**src/rtl/td4_program_sequencer.sv**
```systemverilog
// rtl/td4_program_sequencer.sv - TD4 program store, host loader and execute-strobe sequencer
// Define SEQ_BREAKPOINT_EN to enable the RUN-mode PC breakpoint (BRK state).
module td4_program_sequencer #(
    parameter int unsigned RUN_DIV = 4
) (
    input  logic       clk,
    input  logic       rst_n,
    input  logic [1:0] mode_i,
    input  logic [7:0] load_data_i,
    input  logic       load_valid_i,
    output logic       load_ready_o,
    input  logic       step_req_i,
    input  logic       bp_en_i,
    input  logic [3:0] bp_addr_i,
    input  logic [3:0] pc_i,
    output logic [3:0] opcode_o,
    output logic [3:0] immediate_o,
    output logic       exec_mode_o,
    output logic [3:0] load_addr_o,
    output logic       prog_full_o,
    output logic [2:0] state_o
);
    typedef enum logic [2:0] {
        S_IDLE = 3'd0,
        S_LOAD = 3'd1,
        S_RUN  = 3'd2,
        S_STEP = 3'd3,
        S_BRK  = 3'd4
    } state_t;

    localparam logic [7:0] DIV_LAST = 8'(RUN_DIV - 1);

    state_t     state_q, state_d, mode_state;
    logic [7:0] mem_q [16];
    logic [3:0] load_addr_q, load_addr_d;
    logic       prog_full_q, prog_full_d;
    logic       exec_q, exec_d;
    logic [7:0] div_q, div_d;
    logic       step_prev_q;
    logic       load_fire, run_expire, step_fire, bp_hit;

    assign load_ready_o = (state_q == S_LOAD) && !prog_full_q;
    assign load_fire    = load_ready_o && load_valid_i;
    assign step_fire    = (state_q == S_STEP) && step_req_i && !step_prev_q;

    assign opcode_o    = mem_q[pc_i][7:4];
    assign immediate_o = mem_q[pc_i][3:0];
    assign exec_mode_o = exec_q;
    assign load_addr_o = load_addr_q;
    assign prog_full_o = prog_full_q;
    assign state_o     = state_q;

`ifdef SEQ_BREAKPOINT_EN
    assign bp_hit = run_expire && bp_en_i && (pc_i == bp_addr_i);
`else
    logic unused_bp;
    assign unused_bp = ^{bp_en_i, bp_addr_i};
    assign bp_hit    = 1'b0;
`endif

    always_comb begin
        mode_state = S_IDLE;
        case (mode_i)
            2'b00:   mode_state = S_IDLE;
            2'b01:   mode_state = S_LOAD;
            2'b10:   mode_state = S_RUN;
            default: mode_state = S_STEP;
        endcase
    end

    // Divider only advances on edges where RUN is already the current state,
    // so the count is zero on the entry edge and the first expiry lands RUN_DIV cycles later.
    always_comb begin
        div_d      = 8'd0;
        run_expire = 1'b0;
        if (state_q == S_RUN) begin
            div_d      = (div_q == DIV_LAST) ? 8'd0 : div_q + 8'd1;
            run_expire = (div_d == DIV_LAST);
        end
    end

    always_comb begin
        state_d = mode_state;
        if (bp_hit) begin
            state_d = S_BRK;
        end else if (state_q == S_BRK && mode_i == 2'b10) begin
            state_d = S_BRK;
        end
        exec_d = (run_expire && !bp_hit) || step_fire;
    end

    always_comb begin
        load_addr_d = load_addr_q;
        prog_full_d = prog_full_q;
        if (state_q != S_LOAD && state_d == S_LOAD) begin
            load_addr_d = 4'd0;
            prog_full_d = 1'b0;
        end else if (load_fire) begin
            load_addr_d = load_addr_q + 4'd1;
            if (load_addr_q == 4'd15) begin
                prog_full_d = 1'b1;
            end
        end
    end

    always_ff @(posedge clk) begin
        if (!rst_n) begin
            state_q     <= S_IDLE;
            load_addr_q <= 4'd0;
            prog_full_q <= 1'b0;
            exec_q      <= 1'b0;
            div_q       <= 8'd0;
            step_prev_q <= 1'b0;
            for (int i = 0; i < 16; i++) begin
                mem_q[i] <= 8'h00;
            end
        end else begin
            state_q     <= state_d;
            load_addr_q <= load_addr_d;
            prog_full_q <= prog_full_d;
            exec_q      <= exec_d;
            div_q       <= div_d;
            step_prev_q <= step_req_i;
            if (load_fire) begin
                mem_q[load_addr_q] <= load_data_i;
            end
        end
    end
endmodule

```
**config.mk**
```make
export PLATFORM = sky130hd
export DESIGN_NAME = td4_program_sequencer
export DESIGN_NICKNAME = d
export VERILOG_FILES = /design/src/rtl/td4_program_sequencer.sv
export SDC_FILE = /design/constraint.sdc
export NUM_CORES = 1
export LEC_CHECK = 0
export BUFFER_PORTS_ARGS = -buffer_cell sky130_fd_sc_hd__buf_2
export CORE_MARGIN = 2
export CORE_UTILIZATION = 50
export CTS_CLUSTER_DIAMETER = 30
export DETAILED_ROUTE_END_ITERATION = 16
export HOLD_SLACK_MARGIN = 0.05
export PLACE_DENSITY = 0.65
export SETUP_SLACK_MARGIN = 0.15
export SLEW_MARGIN = 20
export SYNTH_ARGS = -nofsm -noshare
export SYNTH_HDL_FRONTEND = slang
export SYNTH_SLANG_ARGS = --single-unit
```
**constraint.sdc**
```tcl
create_clock -name clk -period 3.3 [get_ports clk]
set_clock_uncertainty 0.05 [all_clocks]
set_input_delay 0.495 -clock clk [delete_from_list [all_inputs] [get_ports clk]]
set_output_delay 0.495 -clock clk [all_outputs]
set_load 0.02 [all_outputs]
```
==> results of run 1 <==
## sequential cells by signal (all words and copies together) (netlist names)
signal / count
mem_q: 128
step_prev_q: 1
state_o: 3
load_addr_o: 4
exec_mode_o: 1
div_q: 8
prog_full_o: 1
## stage by stage
| stage | power, mW | std cells | hold slack, ns | worst slack (ns) | cell area (um2) |
|---|---|---|---|---|---|
| finish | 4.51 | 685 | 0.254 | 0.600 | 7910 |
| global route | 4.63 | 685 | 0.263 | 0.522 | 7910 |
| CTS | 4.54 | 685 | 0.241 | 0.571 | 7910 |
| global placement | 2.39 | 653 | 0.393 | 0.582 | 7250 |
| floorplan | 2.28 | 449 | 0.380 | 0.677 | 6800 |
| detailed placement | 2.40 | 653 | 0.421 | 0.577 | 7250 |
## worst reg2reg max path: stages, from the launching register on
cell	delay, ns
dfxtp_1	0.37
nor4b_4	0.27
buf_4	0.25
nand4_4	0.23
nor3_4	0.38
nand2b_1	0.47
## cells in the final DEF, fill, tap and decap left out, drive strengths merged, types with 4 or more instances in the layout
cell / Yosys / layout
clkinv: 0 / 5
and2: 131 / 131
xor2: 6 / 6
ha: 6 / 6
clkbuf: 15 / 18
inv: 5 / 5
dfxtp: 18 / 18
nand4: 4 / 4
bufinv: 0 / 6
o21ai: 13 / 13
buf: 7 / 50
mux4: 40 / 40
nand2: 6 / 6
a21oi: 6 / 6
edfxtp: 128 / 128
nor2: 24 / 24
nand3: 6 / 6
nor3: 5 / 5
nand2b: 9 / 9
## logic make-up after synthesis
logic type	Yosys count	share of synthesized area
fa+ha+maj	6	0.0110
buf+inv	27	0.0160
compound gates	22	0.0175
mux	41	0.134
simple gates	199	0.193
xor+xnor	8	0.0103
flops	146	0.618
## worst max-delay path by stage
stage | startpoint | slack (ns) | to | depth (start not counted)
floorplan | pc_i[0] | 0.68 | immediate_o[0] | 4
global placement | pc_i[0] | 0.58 | opcode_o[0] | 5
detailed placement | pc_i[0] | 0.58 | opcode_o[0] | 5
CTS | pc_i[0] | 0.57 | opcode_o[0] | 5
global route | pc_i[0] | 0.52 | immediate_o[2] | 5
finish | pc_i[0] | 0.60 | opcode_o[0] | 5
## layout make-up
cell class / instances / area, um2 / area share
Tap cell: 176 / 220 / 0.0278
Inverter: 5 / 18.8 / 0.00237
Multi-Input combinational cell: 276 / 2490 / 0.315
Clock buffer: 18 / 429 / 0.0542
Sequential cell: 146 / 4200 / 0.531
Timing Repair Buffer: 50 / 313 / 0.0395
Clock inverter: 14 / 236 / 0.0299
## report_power, final
part | switching, mW | total, mW | internal (mW)
combinational | 0.162 | 0.274 | 0.112
clock | 0.744 | 2.16 | 1.41
sequential | 0.0189 | 2.08 | 2.06
## layer usage
layer	vias to the layer above	part of all wire	global-route usage
met4	0	0.019	0.0887
met5	-	0	0
met1	1921	0.45	0.323
met3	23	0.060	0.0429
li1	1754	-	-
met2	119	0.47	0.320
==> impl_metrics.csv, run 1 <==
group,metric,value,unit
worst_setup_path,crit_family,"multiplexers",
yosys,ys_top_cells_by_count,"edfxtp_1, and2_1, mux4_2",
worst_setup_path,critPathLaunchType,"primary input",
drt,post_drt_wl_per_cell,21.4,um
timing,worst_pin_slew,0.703,ns
clock_network,clk_path_buf_depth,2,
floorplan,start_util,0.514,
worst_setup_path,required,2.75,ns
worst_hold_path,hold_path_class,"in2reg",
timing,rsz0062_at_grt,"no",
yosys,yosysTopAreaCell,"edfxtp_1",
timing,hold_viol,0,
yosys,syn-cell-area,0.00680,mm2
layout,fin_util,0.597,
yosys,syn-instance-count,449,
worst_setup_path,cp.arrival,2.15,ns
worst_setup_path,critical_path_class,"in2out",
worst_setup_path,path_buf_inv,3,
power_and_ir_drop,vdd_drop_max,0.000345,V
yosys,syn_avg_cell_area,15.2,um2
power_and_ir_drop,p_leak,2.91,nW
floorplan,io_pins,41,
worst_setup_path,slowest_stage,"mux4_2",
clock_network,worstSkewPairLatency,0.42,ns
clock_network,htree_levels,4,
clock_network,cts_root_buf,"clkbuf_16",
worst_setup_path,critPathCaptureType,"primary output",
timing,period_share,0.818,
yosys,synthDominantCellAreaShare,0.565,
worst_setup_path,worstReg2RegEnd,"mem_q[3][1]",
yosys,synth_cell_types,38,
floorplan,die_h,121,um
timing,fin_crit,2.70,ns
worst_setup_path,r2r_slack,0.92,ns
yosys,synth_ff_type,"edfxtp_1",
timing,max_slew_margin,0.531,
grt,grt_max_degree,33,
worst_hold_path,min_path_cells,3,
drt,vias_per_cell,5.57,
drt,drt-initial-drc-count,335,
worst_hold_path,min_from,"mode_i[1]",
grt,track_usage,0.219,
clock_network,cts_tree,"yes",
layout,num_antenna_cells,0,
power_and_ir_drop,cellPowerDensity,570,mW/mm2
timing,setup_tns,0,ns
clock_network,postCtsHoldBufs,0,
worst_setup_path,crit_path_max_fanout,32,
grt,antenna_found_initial,0,
drt,drtAntennaViolNets,0,
grt,first_global_vias,3796,
clock_network,clock_sinks,146,
timing,max_freq,0.370,GHz
yosys,synthesis.nets,478,
floorplan,die_area,0.0146,mm2
drt,drtPass1Iterations,4,
yosys,synth-seq-cells,146,
yosys,synth-edff-count,128,
grt,grt_remaining_overflow,0,
clock_network,tritoncts.num_buffers,17,
layout,fillers,1049,
place,port_buffers,35,
worst_hold_path,whs_endpoint,"state_o[1]",
timing,setup_violations,0,
timing,drv_slew,0,
clock_network,cts.repair.resized,0,
worst_setup_path,r2r_cells,5,
yosys,yosys_warnings,0,
layout,synthToLayoutAreaGrowth,16.3,%
run,maxCapViolations,0,
place,gp_congestion,0.740,
clock_network,clk_pin_slew_worst_paths,0.06,ns
worst_setup_path,r2r_start,"state_o[2]",
worst_setup_path,cpPeakStageDelay,0.60,ns
yosys,async_flop_share,0,
yosys,synth_area_leaders,"edfxtp_1, mux4_2, and2_1",
drt,drc,0,
layout,layout-drive-gt1-share,0.279,
floorplan,die_x,121,um
drt,drt-total-wl,14.6,mm
yosys,yosysMostFrequentCell,"edfxtp_1",
grt,grt_pass1_wl,22.5,mm
drt,vias,3817,
worst_setup_path,crit_chain,"buf_2, buf_12, mux4_2, mux4_2, buf_2",
layout,nNetsFinal,525,
place,place_hpwl,9.46,mm
run_status,outcome,"complete, no violations",
floorplan,core_area,0.0132,mm2
floorplan,row_count,42,
yosys,synth_seq_area_share,0.618,
clock_network,postCtsSetupBuffers,0,
No activity file was read; power rests on OpenSTA's default activity.
==> inputs of run 2 (changes only) <==
Settings changed: PLACE_DENSITY 0.65 to 0.67.
Clock period 3.3 ns to 2.2 ns, I/O delays scaled along.
==> run 2 against run 1 <==
Against the previous run: the run now ends with negative setup slack left; sequential cell count is the same; hold slack lost 0.16 ns; core utilization grew 1.3 points; combinational power grew 64%; global-route usage shrank 0.066 points; clock power grew 25%; sequential share of layout area shrank 1.0 points; critical path depth shrank 2; critical endpoint is now immediate_o[2]; worst setup slack lost 0.76 ns; critical path type is now reg2out; largest power group is now sequential cells; register-to-register slack lost 0.69 ns; power grew 39%.
==> impl_metrics.csv, run 2 (synthesis results as in run 1) <==
group,metric,value,unit
run_status,outcome,"finished, violations left",
run_status,violations,"negative setup slack",
worst_setup_path,crit_chain,"mux4_2, mux4_2, buf_6",
drt,drtPass1Iterations,4,
layout,mostFrequentLayoutCell,"edfxtp_1",
timing,rsz0062_at_grt,"yes",
worst_setup_path,required,1.82,ns
timing,setup_slack,-0.164,ns
power_and_ir_drop,power_frac_comb,0.072,
clock_network,cts_root_buf,"clkbuf_16",
timing,drv_slew,0,
grt,grt_pass1_wl,22.7,mm
run,maxCapViolations,0,
timing,worst_pin_slew,0.621,ns
worst_setup_path,critical_path_class,"reg2out",
grt,grt_max_degree,19,
timing,fin_crit,2.36,ns
clock_network,clk_path_buf_depth,2,
floorplan,start_util,0.514,
layout,final_cell_mix,"edfxtp_1, and2_1, mux4_2",
worst_setup_path,crit_path_max_fanout,1,
place,port_buffers,35,
floorplan,die_h,121,um
drt,drt-total-wl,14.5,mm
worst_setup_path,r2r_slack,0.23,ns
place,gp_congestion,0.782,
clock_network,htree_levels,4,
floorplan,die_x,121,um
power_and_ir_drop,p_switching,1.34,mW
grt,track_usage,0.218,
clock_network,postCtsHoldBufs,0,
timing,period_share,1.07,
floorplan,core_area,0.0132,mm2
layout,layout-drive-gt1-share,0.323,
worst_setup_path,cp.arrival,1.98,ns
drt,vias_per_cell,5.57,
place,pre_cts_ws,-0.122,ns
drt,drt-initial-drc-count,300,
clock_network,cts_tree,"yes",
layout,num_antenna_cells,0,
drt,drc,0,
clock_network,postCtsSetupBuffers,0,
drt,vias,3843,
worst_setup_path,slowest_stage,"mux4_2",
timing,hold_viol,0,
layout,regMostFlops,"mem_q",
worst_setup_path,critPathLaunchType,"flip-flop",
grt,grt_remaining_overflow,0,
power_and_ir_drop,p_clk_frac,0.431,
clock_network,worstSkewPairLatency,0.41,ns
power_and_ir_drop,cellPowerDensity,775,mW/mm2
grt,first_global_vias,3909,
timing,holdWs,0.0981,ns
floorplan,io_pins,41,
layout,nNetsFinal,530,
clock_network,clock_sinks,146,
worst_hold_path,hold_path_class,"in2reg",
drt,post_drt_wl_per_cell,21.0,um
worst_setup_path,cpMostUsedCell,"mux4_2",
power_and_ir_drop,p_leak,2.95,nW
power_and_ir_drop,vdd_drop_max,0.000476,V
clock_network,tritoncts.num_buffers,17,
power_and_ir_drop,p_int,4.92,mW
timing,setup_violations,8,
place,place_hpwl,9.79,mm
power_and_ir_drop,pwr-share-seq,0.498,
layout,fillers,1004,
timing,max_slew_margin,0.586,
power_and_ir_drop,switching_share,0.214,
worst_setup_path,cpPeakStageDelay,0.54,ns
layout,synthToLayoutAreaGrowth,18.8,%
layout,largest_reg_flops,128,
worst_setup_path,critPathCaptureType,"primary output",
clock_network,clk_pin_slew_worst_paths,0.05,ns
floorplan,row_count,42,
timing,max_freq,0.423,GHz
drt,drtAntennaViolNets,0,
grt,antenna_found_initial,0,
floorplan,die_area,0.0146,mm2
run 2: cell types whose count changed in the layout (fill, tap and decap cells not counted), sizes merged:
cell,before,now
buf,50,55
bufinv,6,2
clkinv,5,10
clkinvlp,3,2
run 2: final timing paths:
path,start,end,cells after the start
worst max-delay path,mem_q[14][2],immediate_o[2],3
worst min-delay path,mode_i[1],state_o[1],3
worst min register to register,div_q[0],div_q[0],1
worst max register to register,state_o[1],mem_q[1][0],5
run 2: critical path, delay by kind of cell (launching register included):
| kind | cells | cell delay (ns) |
|---|---|---|
| flops | 1 | 0.38 |
| mux | 2 | 1.04 |
| buf+inv | 1 | 0.15 |
run 2: through the flow:
step | setup TNS [ns] | area, um2 | std cells | utilization | power (mW)
finish | -1.06 | 8080 | 690 | 0.610 | 6.27
global route | -1.45 | 8080 | 690 | 0.610 | 6.46
CTS | -1.22 | 8070 | 690 | 0.610 | 6.31
detailed placement | -0.776 | 7470 | 658 | 0.564 | 3.61
global placement | -0.721 | 7470 | 658 | 0.564 | 3.60
floorplan | -2.71 | 7010 | 449 | - | 3.45
run 2: routing by layer:
metal  wire [um]  share of wire  global-route usage  vias to the layer above
met2        6960           0.48               0.332                      131
met3         886          0.061              0.0420                       22
met1        6330           0.44               0.313                     1919
met5           0              0                   0                        -
met4         285          0.020              0.0850                        0
li1            -              -                   -                     1771
run 2: area by class of cell:
class,instances,area [um2],area share
Timing Repair Buffer,55,425,0.0526
Clock inverter,14,121,0.0150
Sequential cell,146,4210,0.521
Clock buffer,18,429,0.0531
Tap cell,176,220,0.0272
Inverter,5,18.8,0.00232
Multi-Input combinational cell,276,2660,0.329
run 2: power groups by stage:
stage	clock, mW	combinational, mW	sequential [mW]
after floorplan	0	0.280	3.17
after global placement	0	0.426	3.17
after detailed placement	0	0.430	3.18
after CTS	2.73	0.457	3.12
after global routing	2.85	0.481	3.13
final	2.70	0.450	3.12
run 2: timing repair:
item / 4_1_cts / 5_1_grt
endpoints found under the setup margin: 8 / 40
cloned: 0 / 0
pin swaps: 0 / 1
resized for setup: 16 / 4
==> inputs of run 3 (changes only) <==
Settings changed: CTS_CLUSTER_SIZE set to 40, REMOVE_ABC_BUFFERS set to 1.
==> run 3 against run 2 <==
Against the previous run: largest cell class unchanged; worst setup slack got worse by 0.015 ns; combinational power up 3%; sequential cell count stayed put; highest routed layer unchanged; global-route usage down 0.12 points; core utilization increased by 0.61 points; the flow still finishes with violations (negative setup slack); first-iteration DRC count increased by 36%; register-to-register slack improved by 0.08 ns; via count is essentially flat; die area stayed put; count of clock-buffer cells in the layout increased by 9; cell count increased by 3.2%; critical path type unchanged.
==> impl_metrics.csv, run 3 (synthesis results as in run 1) <==
group,metric,value,unit
run_status,outcome,"finished, violations left",
run_status,violations,"negative setup slack",
drt,drtPass1Iterations,4,
layout,fin_util,0.616,
clock_network,cts_root_buf,"clkbuf_16",
worst_setup_path,crit_path_max_fanout,1,
grt,first_global_vias,3942,
layout,synthToLayoutAreaGrowth,20.0,%
clock_network,clk_pin_slew_worst_paths,0.06,ns
drt,post_drt_wl_per_cell,20.4,um
timing,setup_violations,8,
worst_setup_path,worstReg2RegEnd,"mem_q[14][6]",
power_and_ir_drop,vdd_drop_max,0.000549,V
worst_setup_path,r2r_cells,5,
timing,rsz0062_at_grt,"yes",
floorplan,die_x,121,um
worst_setup_path,required,1.82,ns
timing,period_share,1.08,
layout,final_cell_mix,"edfxtp_1, and2_1, mux4_2",
grt,antenna_found_initial,0,
timing,max_slew_margin,0.606,
clock_network,cts_tree,"yes",
worst_setup_path,critical_path_class,"reg2out",
drt,drt-total-wl,14.5,mm
timing,drv_slew,0,
clock_network,tritoncts.num_buffers,17,
worst_setup_path,critPathLaunchType,"flip-flop",
drt,drt-initial-drc-count,407,
grt,grt_remaining_overflow,0,
worst_setup_path,crit_chain,"mux4_2, mux4_2, buf_6",
timing,hold_viol,0,
timing,holdWs,0.0853,ns
layout,layout-drive-gt1-share,0.323,
floorplan,start_util,0.514,
timing,setup_tns,-1.18,ns
worst_setup_path,endpoint,"immediate_o[2]",
worst_setup_path,slowest_stage,"mux4_2",
layout,num_antenna_cells,0,
timing,fin_crit,2.38,ns
place,gp_congestion,0.774,
run,maxCapViolations,0,
grt,grt_pass1_wl,22.3,mm
worst_setup_path,r2r_slack,0.31,ns
power_and_ir_drop,p_leak,3.07,nW
worst_setup_path,r2r_start,"prog_full_o",
drt,drtAntennaViolNets,0,
layout,final_cells,712,
timing,max_freq,0.420,GHz
place,port_buffers,35,
floorplan,die_h,121,um
layout,nNetsFinal,552,
drt,vias,3846,
clock_network,clock_sinks,146,
grt,track_usage,0.217,
drt,drc,0,
power_and_ir_drop,cellPowerDensity,803,mW/mm2
worst_setup_path,cpPeakStageDelay,0.54,ns
clock_network,postCtsHoldBufs,0,
layout,mostFrequentLayoutCell,"edfxtp_1",
clock_network,postCtsSetupBuffers,0,
worst_setup_path,cpMostUsedCell,"mux4_2",
floorplan,die_area,0.0146,mm2
clock_network,clk_path_buf_depth,2,
worst_setup_path,cp-startpoint,"mem_q[11][2]",
layout,largest_reg_flops,128,
place,pre_cts_ws,-0.125,ns
place,place_hpwl,9.71,mm
timing,worst_pin_slew,0.584,ns
power_and_ir_drop,power.total,6.56,mW
worst_hold_path,hold_path_class,"in2reg",
worst_setup_path,critPathCaptureType,"primary output",
worst_setup_path,cp.arrival,2.00,ns
floorplan,row_count,42,
layout,regMostFlops,"mem_q",
clock_network,worstSkewPairLatency,0.42,ns
floorplan,core_area,0.0132,mm2
place,dpl-instance-area,0.00747,mm2
grt,grt_max_degree,20,
place,placed_cells,680,
layout,postLayoutCellArea,0.00816,mm2
clock_network,htree_levels,4,
floorplan,io_pins,41,
drt,vias_per_cell,5.40,
timing,setup_slack,-0.179,ns
## run 3: final cells by class
type | count | area (um2)
clock buffers | 27 | 577
clock inverters | 5 | 55.1
fillers | 1015 | 5080
inverters | 5 | 18.8
multi-input cells | 276 | 2500
flip-flops and latches | 146 | 4200
well taps | 176 | 220
repair buffers | 77 | 591
## run 3: critical path, delay by kind of cell, from the launching register on
kind / cells / cell delay, ns
buffers and inverters: 1 / 0.16
DFF: 1 / 0.36
muxes: 2 / 1.06
## run 3: per-layer routing
metal,track usage,share of wire,vias to the layer above
met1,0.285,0.41,1932
li1,-,-,1805
met4,0.0552,0.0073,0
met2,0.359,0.52,103
met3,0.0594,0.064,6
met5,0,0,-
## run 3: worst min path at each step
stage | startpoint | end | slack [ns] | depth (start not counted)
6_report | step_req_i | step_prev_q | 0.09 | 2
4_1_cts | step_req_i | step_prev_q | 0.07 | 2
5_1_grt | step_req_i | step_prev_q | 0.08 | 2
3_5_place_dp | div_q[0] | div_q[0] | 0.41 | 1
2_1_floorplan | div_q[0] | div_q[0] | 0.38 | 1
3_3_place_gp | div_q[0] | div_q[0] | 0.39 | 1
## run 3: repair_timing
item | 4_1_cts | 5_1_grt
hold endpoints to repair | 0 | 0
gates cloned | 0 | 0
endpoints found under the setup margin | 8 | 21
gates resized for setup | 16 | 3
pin swaps | 0 | 0
## run 3: power by group
part / internal (mW) / switching (mW) / total, mW
Clock: 1.91 / 1.07 / 2.98
Combinational: 0.209 / 0.254 / 0.462
Sequential: 3.09 / 0.0253 / 3.12
Total: 5.21 / 1.35 / 6.56
